[src/rtl/lemming_fsm.sv]
// Lemmings-style walker: walks, reverses on bumps, digs, falls and splatters
// after an over-long fall. Moore machine; outputs depend only on state.
module lemming_fsm #(
   parameter int FALL_LIMIT = 20,
   parameter int CNT_W      = 5
) (
   input  logic clk,
   input  logic areset,
   input  logic bump_left,
   input  logic bump_right,
   input  logic ground,
   input  logic dig,
   output logic walk_left,
   output logic walk_right,
   output logic aaah,
   output logic digging
);

   typedef enum logic [2:0] {
      WALK_L,
      WALK_R,
      FALL_L,
      FALL_R,
      DIG_L,
      DIG_R,
      SPLAT
   } state_e;

   localparam logic [CNT_W-1:0] CNT_LIMIT = CNT_W'(FALL_LIMIT);
   localparam logic [CNT_W-1:0] CNT_MAX   = CNT_W'(FALL_LIMIT + 1);

   state_e           state_q, state_d;
   logic [CNT_W-1:0] cnt_q, cnt_d;
   logic             falling;
   logic             too_long;

   // NOTE: sequential state uses non-blocking assignments so every register
   // samples the values from before the edge, independent of block order.
   always_ff @(posedge clk or negedge areset) begin
      if (!areset) begin
         state_q <= WALK_L;
         cnt_q   <= '0;
      end else begin
         state_q <= state_d;
         cnt_q   <= cnt_d;
      end
   end

   assign falling = (state_q == FALL_L) || (state_q == FALL_R);

   // cnt_q holds completed fall cycles before the current one, so landing
   // with cnt_q >= FALL_LIMIT means aaah was high for more than FALL_LIMIT cycles.
   assign too_long = (cnt_q >= CNT_LIMIT);

   always_comb begin
      cnt_d = '0;
      if (falling) begin
         cnt_d = (cnt_q == CNT_MAX) ? cnt_q : cnt_q + CNT_W'(1);
      end
   end

   // NOTE: every combinational output gets a default first, so no path can
   // leave it unassigned and infer a latch.
   always_comb begin
      state_d = state_q;
      unique case (state_q)
         WALK_L: begin
            if (!ground)        state_d = FALL_L;
            else if (dig)       state_d = DIG_L;
            else if (bump_left) state_d = WALK_R;
         end
         WALK_R: begin
            if (!ground)         state_d = FALL_R;
            else if (dig)        state_d = DIG_R;
            else if (bump_right) state_d = WALK_L;
         end
         FALL_L: begin
            if (ground) state_d = too_long ? SPLAT : WALK_L;
         end
         FALL_R: begin
            if (ground) state_d = too_long ? SPLAT : WALK_R;
         end
         DIG_L: begin
            if (!ground) state_d = FALL_L;
         end
         DIG_R: begin
            if (!ground) state_d = FALL_R;
         end
         SPLAT:   state_d = SPLAT;
         default: state_d = WALK_L;
      endcase
   end

   always_comb begin
      walk_left  = 1'b0;
      walk_right = 1'b0;
      aaah       = 1'b0;
      digging    = 1'b0;
      unique case (state_q)
         WALK_L:        walk_left  = 1'b1;
         WALK_R:        walk_right = 1'b1;
         FALL_L, FALL_R: aaah      = 1'b1;
         DIG_L, DIG_R:  digging    = 1'b1;
         default:       ;
      endcase
   end

endmodule

[config.mk]
export PLATFORM = sky130hd
export DESIGN_NAME = lemming_fsm
export DESIGN_NICKNAME = d
export VERILOG_FILES = /design/src/rtl/lemming_fsm.sv
export SDC_FILE = /design/constraint.sdc
export NUM_CORES = 1
export LEC_CHECK = 0
export CAP_MARGIN = 25
export CORE_AREA = 2 2 39 41
export CTS_BUF_LIST = sky130_fd_sc_hd__clkbuf_16
export CTS_CLUSTER_DIAMETER = 30
export CTS_CLUSTER_SIZE = 16
export DETAILED_ROUTE_END_ITERATION = 12
export DIE_AREA = 0 0 41 43
export PLACE_DENSITY_LB_ADDON = 0.08
export SETUP_SLACK_MARGIN = 0.4
export SYNTH_ARGS = -nofsm -noshare
export SYNTH_HDL_FRONTEND = slang
export SYNTH_SLANG_ARGS = --single-unit
[constraint.sdc]
create_clock -name clk -period 1.1 [get_ports clk]
set_input_delay 0.22 -clock clk [delete_from_list [all_inputs] [get_ports clk]]
set_output_delay 0.22 -clock clk [all_outputs]
set_load 0.02 [all_outputs]
==> summary.txt <==
Finish
  • Antenna cell count: 0
  • Core Util, Final: 66.7%
  • Fin area: 923 µm²
  • Share of cells above drive strength 1: 57.7%
  • Final nets: 89
  • P&R area growth vs syn: 81.8%
  • # fillers: 102

Detailed routing
  • Drt wl/cell: 13.1 µm
  • Final WL: 1240 µm
  • Drt pass-1 iters: 4
  • Routed vias: 486
  • Drt initial violations: 3
  • ANT nets after route: 0
  • Vias per cell: 5.17
  • DRC viols: 0

Place
  • Placed cell area: 709 µm²
  • I/O Buffers: 9
  • DPL Wire Length: 855 µm
  • Gpl congestion: 0.638

Power and ir drop
  • Worst IR Drop VDD: 1560 µV
  • PD cells: 2020 nW/µm²
  • Leakage: 0.406 nW

Clocking
  • CTS clk-pin slew, worst paths: 40 ps
  • Worst-Skew Late Latency: 230 ps
  • H-tree depth: 1
  • CTS root buf: clkbuf_16
  • Clk buf depth: 2
  • TritonCTS Buffers: 3
  • Hold_buf cts: 0
  • CTS tree: yes
  • Clock sink count: 8

Logic synthesis
  • Syn Area/Cell: 10.2 µm²
  • Area share of the largest cell type after synthesis: 39.4%
  • Post-synth top flop: dfrtp_1
  • Yosys top cell by area: dfrtp_1
  • Sequential area share after synthesis: 39.4%
  • Yosys cell types: 27
  • Top post-synthesis cells by area: dfrtp_1 (39%), ha_1 (7.4%), nor3b_1 (4.4%)
  • Post-Syn Instances: 50
  • Yosys warns: 0
  • Fraction of registers with async set/reset: 100%
  • Cell Area, Synth: 508 µm²
  • Mapped Nets: 59
  • Post-synth EDFFs: 0
  • Yosys reg bits: 8

Worst setup path
  • Worst setup path class: reg -> out
  • Worst reg-to-reg path cell count: 5
  • Crit. End Element: output port
  • CP Max Fanout: 6
  • Critical path arrival: 1020 ps
  • Crit start category: flip-flop
  • FF-to-FF End: cnt_q[3]
  • Worst Path Required: 880 ps
  • Worst reg-to-reg setup slack: -130 ps
  • Reg-to-Reg Start: cnt_q[1]

STA
  • Max Slew Vio Count: 0
  • Final worst path period share: 113%
  • Fin Hold WS: 282 ps
  • Tmin final: 1240 ps
  • Final worst setup slack: -143 ps
  • Max Fclk: 805 MHz
  • Skew final: 2.92 ps
  • Setup-failing EPs final: 10
  • Worst slew pin tran: 392 ps
  • Final hold violation count: 0
  • Worst slew margin: 73.8%
  • RSZ-0062 raised after global routing: true

Status
  • Run status: finished, violations left
  • Failing checks: negative setup slack

Global routing
  • Global-route wire length before repair: 2010 µm
  • Grt ovf: 0
  • Largest net degree at the start of global routing: 9
  • Gr usage total: 18.1%
  • Initial antenna violation count: 0
  • Vias in the first global route: 462

Floorplanning
  • Core Area: 1380 µm²
  • Initial core utilization: 36.7%
  • Die Height: 43 µm
  • FP Rows: 14
  • Die area: 1760 µm²
  • Die width: 41 µm
  • Ports: 10

Hold path
  • Worst Hold Class: in -> async

Run
  • Max Cap Violations: 0
## layer usage
metal / share of wire (%) / GRT usage (%)
met2: 50 / 27.2
met4: 3.1 / 12.0
met3: 4.0 / 6.28
met5: 0 / 0
met1: 43 / 20.5
## synthesized netlist by cell type, types with 2 or more instances
cell type and n:
nor3b_1 3, inv_1 3, dfrtp_1 8, nand2b_1 2
a211o_1 2, nand3_1 2, o22ai_1 2, nor2_1 4
xnor2_1 2, ha_1 3, mux2i_1 2, o21ai_0 2
## report_power, final
part           leakage [nW]  internal, mW  switching (mW)
sequential           0.0992         0.364          0.0906
combinational         0.270         0.476           0.330
clock                0.0370         0.468           0.137
## per-stage QoR
step	TNS [ps]	setup slack [ps]	instances	power (mW)
after floorplan	-37.4	-18.5	50	0.786
after global placement	-2660	-424	83	1.05
after detailed placement	-2650	-431	83	1.05
after CTS	-962	-147	90	1.74
after global routing	-1500	-178	94	1.97
final	-1010	-143	94	1.87
## critical path, cell delays in order, from the launching register on
cell and delay [ps]:
dfrtp_2 450, nand2b_4 170, inv_4 60, buf_6 100
## how the worst max path moves through the flow
stage / cells after the start / slack [ps] / startpoint / to
2_1_floorplan: 4 / -20 / cnt_q[0] / cnt_q[1]
3_3_place_gp: 3 / -420 / state_q[2] / aaah
3_5_place_dp: 3 / -430 / state_q[2] / aaah
4_1_cts: 2 / -150 / state_q[2] / walk_right
5_1_grt: 5 / -180 / cnt_q[1] / cnt_q[3]
6_report: 3 / -140 / state_q[2] / aaah
## final cells by class
class | instances | area [µm²] | area share, %
Tap cell | 16 | 20.0 | 2.17
Inverter | 3 | 13.8 | 1.49
Sequential cell | 8 | 205 | 22.2
Multi-Input combinational cell | 37 | 369 | 40.0
Clock buffer | 3 | 75.1 | 8.13
Timing Repair Buffer | 27 | 240 | 26.0
## sequential cells by signal (all words and copies together), names as in the netlist
signal,cells
state_q,3
cnt_q,5
## kinds of logic (layout without fill, tap and decap cells)
logic type	after synthesis	count (layout)	synth area share, %
compound gates	12	12	18.7
xor+xnor	3	3	5.17
mux	2	2	3.94
simple gates	17	17	20.0
fa+ha+maj	3	3	7.39
buf+inv	5	33	5.42
flops	8	8	39.4
## cells in the final DEF (no fill, tap or decap)
cell and instances:
nand2b_4 1, dfrtp_2 4, o21a_1 1, a211o_1 2, xnor2_1 2, a31oi_1 1
buf_6 7, nor3b_2 2, clkbuf_16 3, o211ai_1 1, ha_4 3, nand3b_1 1
o2bb2ai_1 1, or2b_1 1, o21ai_0 1, nor3_2 1, nand2b_1 1, dfrtp_1 4
nand3_2 1, clkdlybuf4s50_1 4, buf_4 15, xor2_1 1, nand3_1 1, mux2i_1 2
o22ai_2 2, o21ba_4 1, and3_1 1, a32oi_1 1, dlygate4sd2_1 1, nor2b_4 1
inv_2 2, nor2_1 4, nand4b_1 1, inv_4 1, o21ai_2 1, nor3b_1 1
## timing repair
action / in CTS / in global routing
endpoints found under the setup margin: 12 / 12
gates cloned: 0 / 0
pin swaps: 7 / 5
setup buffers: 4 / 4
gates resized for setup: 33 / 10
Note: power is estimated with default switching activity, not from simulation.
